## src/rtl/riscv_axi_rd_arb_pkg.sv

```systemverilog
// Shared types for the 2:1 AXI4 read arbiter: requester ids, FSM states and
// the AR/R channel structs used on both the upstream and downstream ports.
package riscv_axi_rd_arb_pkg;

  localparam logic RD_REQ_EXU = 1'b0;
  localparam logic RD_REQ_IFU = 1'b1;

  typedef enum logic {RD_ARB_IDLE, RD_ARB_ISSUE} rd_arb_state_t;

  typedef struct packed {
    logic [3:0]  arid;
    logic [31:0] araddr;
    logic [7:0]  arlen;
    logic [2:0]  arsize;
    logic [1:0]  arburst;
    logic        arvalid;
  } ar_m_t;

  typedef struct packed {
    logic arready;
  } ar_s_t;

  typedef struct packed {
    logic rready;
  } r_m_t;

  typedef struct packed {
    logic [3:0]  rid;
    logic [31:0] rdata;
    logic [1:0]  rresp;
    logic        rlast;
    logic        rvalid;
  } r_s_t;

endpackage

```

## src/rtl/riscv_order_fifo.sv

```systemverilog
// 1-bit-wide FIFO recording which requester owns each outstanding burst,
// in the order the ARs were granted.
module riscv_order_fifo #(
  parameter int unsigned Depth = 4
) (
  input  logic clk_i,
  input  logic rst_ni,
  input  logic push_i,
  input  logic data_i,
  input  logic pop_i,
  output logic head_o,
  output logic full_o,
  output logic empty_o
);

  localparam int unsigned AddrW = $clog2(Depth);
  localparam int unsigned PtrW  = AddrW + 1;

  // Extra MSB on each pointer distinguishes full from empty.
  logic [PtrW-1:0]  wptr_q, wptr_d, rptr_q, rptr_d;
  logic [Depth-1:0] mem_q, mem_d;

  assign empty_o = (wptr_q == rptr_q);
  assign full_o  = (wptr_q[AddrW] != rptr_q[AddrW]) &&
                   (wptr_q[AddrW-1:0] == rptr_q[AddrW-1:0]);
  assign head_o  = mem_q[rptr_q[AddrW-1:0]];

  always_comb begin
    wptr_d = wptr_q;
    rptr_d = rptr_q;
    mem_d  = mem_q;
    if (push_i && !full_o) begin
      mem_d[wptr_q[AddrW-1:0]] = data_i;
      wptr_d = wptr_q + PtrW'(1);
    end
    if (pop_i && !empty_o) begin
      rptr_d = rptr_q + PtrW'(1);
    end
  end

  always_ff @(posedge clk_i or negedge rst_ni) begin
    if (!rst_ni) begin
      wptr_q <= '0;
      rptr_q <= '0;
      mem_q  <= '0;
    end else begin
      wptr_q <= wptr_d;
      rptr_q <= rptr_d;
      mem_q  <= mem_d;
    end
  end

endmodule

```

## src/rtl/riscv_axi_rd_arb.sv

```systemverilog
// Round-robin 2:1 AXI4 read arbiter: EXU (0) and IFU (1) share one AR/R master
// port; R beats are steered back by the in-order grant-history FIFO.
module riscv_axi_rd_arb
  import riscv_axi_rd_arb_pkg::*;
#(
  parameter int unsigned MAX_OUTSTANDING = 4,
  parameter bit          RR_INIT         = 1'b0
) (
  input  logic  ACLK,
  input  logic  ARESETn,
  input  ar_m_t UP_AR_M [1:0],
  output ar_s_t UP_AR_S [1:0],
  input  r_m_t  UP_R_M  [1:0],
  output r_s_t  UP_R_S  [1:0],
  output ar_m_t DN_AR_M,
  input  ar_s_t DN_AR_S,
  input  r_s_t  DN_R_S,
  output r_m_t  DN_R_M,
  output logic  busy,
  output logic  err_unexp_r
);

  localparam int unsigned CntW = $clog2(MAX_OUTSTANDING) + 1;
  localparam logic [CntW-1:0] MaxCnt = CntW'(MAX_OUTSTANDING);

  rd_arb_state_t   state_q, state_d;
  ar_m_t           ar_q, ar_d;
  logic [CntW-1:0] count_q, count_d;
  logic            rr_q, rr_d;
  logic            err_q, err_d;

  logic grant, winner, pop;
  logic fifo_head, fifo_full, fifo_empty;

  // Grant decision uses only registered state, so a same-cycle pop cannot open a slot.
  always_comb begin
    state_d = state_q;
    ar_d    = ar_q;
    rr_d    = rr_q;
    winner  = RD_REQ_EXU;
    grant   = 1'b0;
    unique case (state_q)
      RD_ARB_IDLE: begin
        if (UP_AR_M[0].arvalid && UP_AR_M[1].arvalid) begin
          winner = rr_q;
        end else if (UP_AR_M[1].arvalid) begin
          winner = RD_REQ_IFU;
        end
        grant = ARESETn && (UP_AR_M[0].arvalid || UP_AR_M[1].arvalid) &&
                (count_q < MaxCnt) && !fifo_full;
        if (grant) begin
          ar_d    = UP_AR_M[winner];
          rr_d    = ~winner;
          state_d = RD_ARB_ISSUE;
        end
      end
      RD_ARB_ISSUE: begin
        if (DN_AR_S.arready) begin
          state_d = RD_ARB_IDLE;
        end
      end
    endcase
  end

  always_comb begin
    DN_AR_M         = ar_q;
    DN_AR_M.arvalid = (state_q == RD_ARB_ISSUE);
    for (int i = 0; i < 2; i++) begin
      UP_AR_S[i].arready = grant && (int'(winner) == i);
      UP_R_S[i]          = '0;
      if (!fifo_empty && (int'(fifo_head) == i)) begin
        UP_R_S[i] = DN_R_S;
      end
    end
    DN_R_M.rready = !fifo_empty && UP_R_M[fifo_head].rready;
  end

  assign pop     = !fifo_empty && DN_R_S.rvalid && DN_R_M.rready && DN_R_S.rlast;
  assign count_d = count_q + CntW'(grant) - CntW'(pop);
  assign err_d   = err_q | (DN_R_S.rvalid && fifo_empty);

  assign busy        = (state_q == RD_ARB_ISSUE) || (count_q != '0);
  assign err_unexp_r = err_q;

  riscv_order_fifo #(
    .Depth (MAX_OUTSTANDING)
  ) u_order_fifo (
    .clk_i   (ACLK),
    .rst_ni  (ARESETn),
    .push_i  (grant),
    .data_i  (winner),
    .pop_i   (pop),
    .head_o  (fifo_head),
    .full_o  (fifo_full),
    .empty_o (fifo_empty)
  );

  always_ff @(posedge ACLK or negedge ARESETn) begin
    if (!ARESETn) begin
      state_q <= RD_ARB_IDLE;
      ar_q    <= '0;
      count_q <= '0;
      rr_q    <= RR_INIT;
      err_q   <= 1'b0;
    end else begin
      state_q <= state_d;
      ar_q    <= ar_d;
      count_q <= count_d;
      rr_q    <= rr_d;
      err_q   <= err_d;
    end
  end

endmodule

```

## config.mk

```make
export PLATFORM = sky130hd
export DESIGN_NAME = riscv_axi_rd_arb
export DESIGN_NICKNAME = d
export VERILOG_FILES = /design/src/rtl/riscv_axi_rd_arb_pkg.sv /design/src/rtl/riscv_order_fifo.sv /design/src/rtl/riscv_axi_rd_arb.sv
export SDC_FILE = /design/constraint.sdc
export NUM_CORES = 1
export LEC_CHECK = 0
export ABC_AREA = 1
export CAP_MARGIN = 20
export CORE_MARGIN = 5
export CORE_UTILIZATION = 39
export DETAILED_ROUTE_END_ITERATION = 8
export PLACE_DENSITY_LB_ADDON = 0.05
export SYNTH_ARGS = -nofsm -noshare
export SYNTH_HDL_FRONTEND = slang
export SYNTH_HIERARCHICAL = 1
export SYNTH_SLANG_ARGS = --single-unit
```

## constraint.sdc

```tcl
create_clock -name ACLK -period 3.7 [get_ports ACLK]
set_input_delay 0.37 -clock ACLK [delete_from_list [all_inputs] [get_ports ACLK]]
set_output_delay 0.37 -clock ACLK [all_outputs]
set_load 0.05 [all_outputs]
```

== Yosys cells after proc, flatten, opt, wreduce, memory -nomap -nowiden ==
Index checks and enable logic that the tools add are counted.

* $lt $le $gt $ge: 6
* Eq/ne operators: 3
* Bitwise operators: 5
* $add $sub $neg: 4
* Multiplexer cells: 19
* Reductions and logical operators: 23

{| class="wikitable"
|+ Operator list
! kind !! number
|-
| two-way mux 50 bit || 2
|-
| two-way mux 40 bit || 2
|-
| logical AND 1 bit || 17
|-
| two-way mux 1 bit || 11
|-
| adder 3 x 1 -> 3 bit, second input constant || 2
|-
| < comparator 2 x 3 -> 1 bit, second input constant || 2
|-
| bitwise mux 4 bit || 1
|-
| < comparator 1 x 2 -> 1 bit, second input constant || 2
|-
| NOT 1 bit || 4
|-
| adder 3 x 1 -> 3 bit || 1
|-
| equality test 3 bit || 1
|-
| < comparator 3 bit, second input constant || 1
|-
| nonzero test 3 bit || 1
|-
| subtractor 3 x 1 -> 3 bit || 1
|-
| binary-select mux 1 bit (select 2 bit) || 1
|-
| demux 1 bit (select 2 bit) || 1
|-
| equality test 2 bit || 1
|-
| >= comparator 2 x 1 -> 1 bit, second input constant || 1
|-
| logical NOT 1 bit || 2
|-
| logical OR 1 bit || 2
|-
| one-hot mux 1 bit (2 select lines) || 1
|-
| AND reduction 2 bit || 1
|-
| inequality test 1 bit || 1
|-
| bitwise OR 1 bit || 1
|}

* Input bits: 145
* Register bits after elaboration: 65

== Logic depth before layout (Yosys ltp) ==
Gate-level depths: netlist of run 1.

* Word-level depth: 8
* Depth in mapped cells: 15
* Mapped depth without buffers: 15

== By module ==
Netlist of run 1, hierarchy kept.

{| class="wikitable"
|+ By module, submodules not included
! module !! cells each !! instances !! area each (um2)
|-
| riscv_axi_rd_arb || 543 || 1 || 3412.0
|-
| riscv_order_fifo || 76 || 1 || 611.8
|}

== Worst setup path before layout of run 1 ==
OpenSTA, ideal clock, no wires.

* Kind: reg-to-reg
* From: reg u_order_fifo.rptr_q[0]
* To: reg count_q[2]
* Setup slack: 0.800 ns
* Stages on the path, launching flop included: 14
* Path buffers: 0
* Arrival: 2.771 ns
* Path through: dfrtp_1 xnor2_1 nand3b_1 inv_1 inv_1 nand3_1 nand2_1 and3_1 ha_1 inv_1 ha_1 fa_1 xnor2_1 xor2_1

* Elaborated cells between the ends (all ways): 17

{| class="wikitable"
|+ RTL lines
! element !! line !! source
|-
| start: declaration || riscv_order_fifo.sv:20 || <nowiki>logic [PtrW-1:0] wptr_q, wptr_d, rptr_q, rptr_d;</nowiki>
|-
| start signal: assignment || riscv_order_fifo.sv:48 || <nowiki>rptr_q <= rptr_d;</nowiki>
|-
| equality test 3 bit || riscv_order_fifo.sv:23 || <nowiki>assign empty_o = (wptr_q == rptr_q);</nowiki>
|-
| net fifo_empty || riscv_axi_rd_arb.sv:33 || <nowiki>logic fifo_head, fifo_full, fifo_empty;</nowiki>
|-
| logical NOT 1 bit || riscv_axi_rd_arb.sv:75 || <nowiki>DN_R_M.rready = !fifo_empty && UP_R_M[fifo_head].rready;</nowiki>
|-
| logical AND 1 bit || riscv_axi_rd_arb.sv:75 ||
|-
| net DN_R_M || riscv_axi_rd_arb.sv:18 || <nowiki>output r_m_t DN_R_M,</nowiki>
|-
| logical AND 1 bit (2 in series) || riscv_axi_rd_arb.sv:78 || <nowiki>assign pop = !fifo_empty && DN_R_S.rvalid && DN_R_M.rready && DN_R_S.rlast;</nowiki>
|-
| net pop || riscv_axi_rd_arb.sv:32 || <nowiki>logic grant, winner, pop;</nowiki>
|-
| subtractor 3 x 1 -> 3 bit || riscv_axi_rd_arb.sv:79 || <nowiki>assign count_d = count_q + CntW'(grant) - CntW'(pop);</nowiki>
|-
| net count_d[2] || riscv_axi_rd_arb.sv:28 || <nowiki>logic [CntW-1:0] count_q, count_d;</nowiki>
|-
| end signal: assignment || riscv_axi_rd_arb.sv:108 || <nowiki>count_q <= count_d;</nowiki>
|-
| end: declaration || riscv_axi_rd_arb.sv:28 ||
|}

The timed path passes the listed nets, and every way through them passes these cells. The select of a mux whose other input is x is not followed.
A chain may end at the register's enable or synchronous reset.

==> results of run 1 <==
-- flip-flops by register name, indices dropped and copies added (netlist names) --
register,count
u_order_fifo/mem_q,4
rr_q,1
err_unexp_r,1
count_q,3
DN_AR_M,49
u_order_fifo/rptr_q,3
state_q,1
u_order_fifo/wptr_q,3
-- cell type report --
type	instances	area (µm²)
Fill cell	875	3120
Timing Repair Buffer	288	2890
Multi-Input combinational cell	458	1980
Sequential cell	65	1630
Inverter	59	221
Tap cell	136	170
Clock buffer	11	141
Clock inverter	3	42.5
Antenna cell	1	2.50
-- metrics by stage --
step | instance area (µm²) | setup WS [ns]
6_report | 7070 | 0.544
5_1_grt | 7070 | 0.351
4_1_cts | 7040 | 0.161
3_5_place_dp | 6840 | 0.558
3_3_place_gp | 6840 | 0.718
2_1_floorplan | 4020 | 0.800
-- synth_stat cells (all sizes together) --
master  count  area share, %
o22ai       1           0.16
nor2       88            8.7
xnor2       2           0.44
nand2     285             27
dfrtp      65             40
nand3b      1           0.19
ha          7            2.2
clkbuf     14            1.3
xor2        2           0.44
and3        1           0.16
inv        59            5.5
nand3      60            7.8
nand4       6            1.1
o21bai      1           0.19
fa          1           0.50
o21ai       3           0.37
buf        23            3.7
-- cells by family (layout without fill, tap and decap cells) --
kind of cell,after synthesis,count (layout),share of synthesized area (%)
AO/OA/AOI/OAI,5,5,0.715
XOR/XNOR,4,4,0.871
adder cells (fa/ha/maj),8,8,2.67
buffers and inverters,96,361,10.5
flip-flops,65,65,40.4
other,0,1,0
AND/OR/NAND/NOR,441,441,44.8
-- cells in the final DEF, fill, tap and decap left out, types with 5 or more instances in the layout --
cell             instances
dfrtp_1                 65
buf_4                   10
ha_1                     7
nand2_1                280
clkbuf_8                10
nand4_1                  5
nand2_2                  5
inv_1                   57
clkdlybuf4s50_1        272
nor2_1                  86
nand3_1                 57
-- repair_timing --
action                    in CTS  in global routing
hold endpoints to repair       4                  0
hold buffers                   1                  0
buffers inserted               0                  0
-- routing by layer --
layer | vias to the layer above | part of all wire (%) | track usage (%)
li1 | 2377 | - | -
met1 | 2202 | 39 | 27.9
met2 | 219 | 49 | 42.7
met3 | 28 | 8.9 | 8.80
met4 | 0 | 3.1 | 9.73
met5 | - | 0 | 0
-- final timing paths --
kind	endpoint	slack, ns	cells past startpoint
max in group asynchronous	DN_AR_M[34]	2.25	3
max reg2reg	count_q[2]	0.87	15
max	UP_R_S[28]	0.54	10
min reg2reg	DN_AR_M[47]	0.48	2
min in group ACLK	DN_AR_M[47]	0.48	2
min	count_q[1]	0.46	2
-- power groups by stage --
stage | clock [µW] | sequential (µW) | combinational (µW)
after floorplan | 0 | 724 | 80.2
after global placement | 0 | 724 | 261
after detailed placement | 0 | 724 | 264
after CTS | 591 | 710 | 266
after global routing | 635 | 710 | 292
final | 574 | 710 | 264
==> impl_metrics.toml, run 1 <==
[layout]
final_util_pct = 69.4
fin_nets = 1034
synthToLayoutAreaGrowth_pct = 75.6
finalNonFillerCells = 1021
final_layout_size_suffix_gt1_share_pct = 4.64

[timing]
setup_viol = 0
maxSlewViolCount = 0
fmax_mhz = 317
rsz0062_at_grt = "no"
worst_pin_slew_ns = 0.765
hold_slack_ns = 0.457
skew_ns = 0.0110
period_minus_slack_ns = 3.16
relSlewSlack_pct = 49.0
finalSetupTns_ns = 0
timing.final.hold_violations = 0
post-route-period-util_pct = 85.3

[clocking]
h-tree-depth = 3
clkLatencyLatePin_ns = 0.34
clkTransAtPathRegs_ns = 0.06
numCtsBuffers = 9
clockBufferDepth = 2
clkSinkCount = 65
clock-root-buffer = "clkbuf_8"
cts.repair.resized = 0
cts_tree = "yes"

[synth]
ys_seq_area_share_pct = 40.4
ys_warn_count = 6
syn-cell-area_um2 = 4020
ys_ff_latch = 65
synthesis.nets = 772
yosysUniqueCellTypes = 25
synth_area_per_cell_um2 = 6.50
postSynthCellCount = 619

[critical_path]
startpoint = "u_order_fifo/wptr_q[1]"
critPathMaxFanout = 37
crit_type = "flip-flop to primary output"
r2r-start = "u_order_fifo/wptr_q[1]"
critical_path_buf_inv_count = 5
cpMostUsedCell = "inv_1"
endpoint_kind = "primary output"
critPathMaxStageDelay_ns = 0.82
start_kind = "flip-flop"
crit_chain = "inv_1, nand2_1, nand2_1, nand3b_1, inv_1, nor2_1, inv_1, buf_16, nor2_1, clkdlybuf4s50_1"
crit_slowest_cell = "clkdlybuf4s50_1"
cp.required_ns = 3.33
arrival_ns = 2.79
critPathTopFamily = "buffers and inverters"

[global_routing]
grt_pass1_vias = 4840
overflow = 0
grt_start_max_net_pins = 62
grt_pass1_wl_mm = 25.1
grt.total_usage_pct = 24.7
grt_antenna_before_repair = 1

[pwr]
p_int_uw = 1190
ir_drop_mv = 0.131
power_leakage_uw = 0.00364
power_frac_seq_pct = 45.9
p_comb_share_pct = 17.0
clockPowerShare_pct = 37.1
finalPower_uw = 1550
p_switching_uw = 357
cellPowerDensity_nw_per_um2 = 219
p_sw_share_pct = 23.1

[worst_hold_path]
holdCritPathClass = "input port to asynchronous set/reset pin"

[place]
placedCellCount = 1004
port_buffers = 279
routabilityCongestion = 0.906
hpwl_mm = 12.3

[status]
status = "finished clean"

[drt]
routed_wl_mm = 15.4
remaining_drc_errors = 0
via_per_inst = 4.73
firstDrtPassIters = 4
ant_nets = 0
avgRoutedWirePerCell_um = 15.1
drt_iter0_drc = 314
routed-via-count = 4826

[floorplanning]
die_y_um = 112
start_util_pct = 39.5
coreArea_um2 = 10200
die_area_um2 = 12400
pin_count = 280
die-width_um = 112
row_count = 37

[run]
drv_cap = 0
Note: power is estimated with default switching activity, not from simulation.
==> run 2, diff against run 1 <==
CTS_BUF_LIST = sky130_fd_sc_hd__clkbuf_4   (was not set)
==> impl_metrics.toml, run 2 (same netlist as run 1, synthesis figures left out) <==
[pwr]
power_leakage_uw = 0.00361
ir_drop_mv = 0.136
cellPowerDensity_nw_per_um2 = 202
p_switching_uw = 344
p_comb_share_pct = 18.7
power_frac_seq_pct = 50.1
p_sw_share_pct = 24.3
p_int_uw = 1070
clockPowerShare_pct = 31.3

[clocking]
clkTransAtPathRegs_ns = 0.10
numCtsBuffers = 9
cts.repair.resized = 0
clock-root-buffer = "clkbuf_4"
clkSinkCount = 65
h-tree-depth = 3
cts_tree = "yes"
clockBufferDepth = 2
clkLatencyLatePin_ns = 0.40

[place]
hpwl_mm = 12.3
placedCellCount = 1004
port_buffers = 279
routabilityCongestion = 0.906

[timing]
skew_ns = 0.0168
post-route-period-util_pct = 86.8
rsz0062_at_grt = "no"
relSlewSlack_pct = 48.6
timing.final.hold_violations = 0
worst_pin_slew_ns = 0.771
fmax_mhz = 311
setup_viol = 0
period_minus_slack_ns = 3.21
finalSetupTns_ns = 0
hold_slack_ns = 0.373
maxSlewViolCount = 0

[drt]
remaining_drc_errors = 0
routed-via-count = 4814
drt_iter0_drc = 360
avgRoutedWirePerCell_um = 15.1
firstDrtPassIters = 5
routed_wl_mm = 15.5
ant_nets = 0
via_per_inst = 4.71

[layout]
regArea_um2 = 1630
multi_input_area_um2 = 1980
fin_nets = 1034
final_cell_mix = "nand2_1 (280), clkdlybuf4s50_1 (272), nor2_1 (86)"
final_common_cell = "nand2_1"
finalNonFillerCells = 1021
nFillCells = 885
final_layout_size_suffix_gt1_share_pct = 4.64
largest_reg_flops = 49
synthToLayoutAreaGrowth_pct = 74.0
final_util_pct = 68.8

[critical_path]
critPathMaxFanout = 37
crit_chain = "inv_1, nand2_1, nand2_1, nand3b_1, inv_1, nor2_1, inv_1, buf_16, nor2_1, clkdlybuf4s50_1"
critical_path_buf_inv_count = 5
crit_type = "flip-flop to primary output"
cp.required_ns = 3.33
cpMostUsedCell = "inv_1"
start_kind = "flip-flop"
arrival_ns = 2.84
endpoint_kind = "primary output"
critPathMaxStageDelay_ns = 0.82
critPathTopFamily = "buffers and inverters"
crit_slowest_cell = "clkdlybuf4s50_1"

[global_routing]
grt.total_usage_pct = 24.6
overflow = 0
grt_start_max_net_pins = 62
grt_pass1_vias = 4790
grt_antenna_before_repair = 1
grt_pass1_wl_mm = 25.0

[status]
status = "finished clean"

[floorplanning]
die_y_um = 112
row_count = 37
die_area_um2 = 12400
start_util_pct = 39.5
coreArea_um2 = 10200
die-width_um = 112
pin_count = 280

[run]
drv_cap = 0

[worst_hold_path]
holdCritPathClass = "input port to asynchronous set/reset pin"
-- run 2: cell count changes in the layout (fill, tap and decap cells not counted) --
cell / change
clkinv_1: +1
clkbuf_8: -10
clkbuf_1: -1
clkbuf_4: +10
-- run 2: cell type report --
class | instances | area share (%)
inverter | 59 | 3.16
sequential | 65 | 23.2
antenna | 1 | 0.0357
timing repair buffer | 288 | 41.2
tap | 136 | 2.43
clock inverter | 4 | 0.661
multi-input combinational | 458 | 28.2
clock buffer | 10 | 1.07
-- run 2: routing by layer --
metal / global-route usage (%) / vias to the layer above / part of all wire (%)
met5: 0 / - / 0
met4: 6.73 / 0 / 1.8
met3: 7.88 / 20 / 8.1
met2: 43.7 / 197 / 51
met1: 28.7 / 2214 / 40
li1: - / 2383 / -
-- run 2: power groups by stage --
stage | registers, µW | logic [µW] | clock network [µW]
floorplan | 724 | 80.2 | 0
global placement | 724 | 261 | 0
detailed placement | 724 | 264 | 0
CTS | 710 | 266 | 459
global route | 710 | 291 | 501
finish | 710 | 264 | 443
-- run 2: worst paths after layout --
| check | from | end | slack [ns] | cells after the start |
|---|---|---|---|---|
| min in group ACLK | UP_AR_M[50] | DN_AR_M[47] | 0.45 | 5 |
| max in group asynchronous | ARESETn | u_order_fifo/rptr_q[0] | 2.32 | 3 |
| min | ARESETn | count_q[1] | 0.37 | 2 |
| max | u_order_fifo/wptr_q[1] | UP_R_S[28] | 0.49 | 10 |
| min reg2reg | DN_AR_M[47] | DN_AR_M[47] | 0.48 | 2 |
| max reg2reg | u_order_fifo/wptr_q[1] | count_q[2] | 0.89 | 15 |
-- run 2: timing repair --
action / in CTS / in global routing
endpoints found under the setup margin: 0 / 0
buffers inserted: 0 / 0
hold endpoints to repair: 4 / 0
hold buffers: 1 / 0
-- run 2: through the flow --
stage	worst slack (ns)	total power (µW)	area, µm²
after floorplan	0.800	804	4020
after global placement	0.718	985	6840
final	0.489	1420	7000
after detailed placement	0.558	988	6840
after CTS	0.115	1430	6970
after global routing	0.304	1500	7000
-- run 2: worst register-to-register path: stages, from the launching register on --
cell	delay (ns)
dfrtp_1	0.45
inv_1	0.14
nand2_1	0.08
nand2_1	0.10
nand3b_1	0.18
inv_1	0.12
inv_1	0.07
nand3_1	0.06
nand2_1	0.07
and3_1	0.22
ha_1	0.30
inv_1	0.04
ha_1	0.18
fa_1	0.38
xnor2_1	0.18
xor2_1	0.17
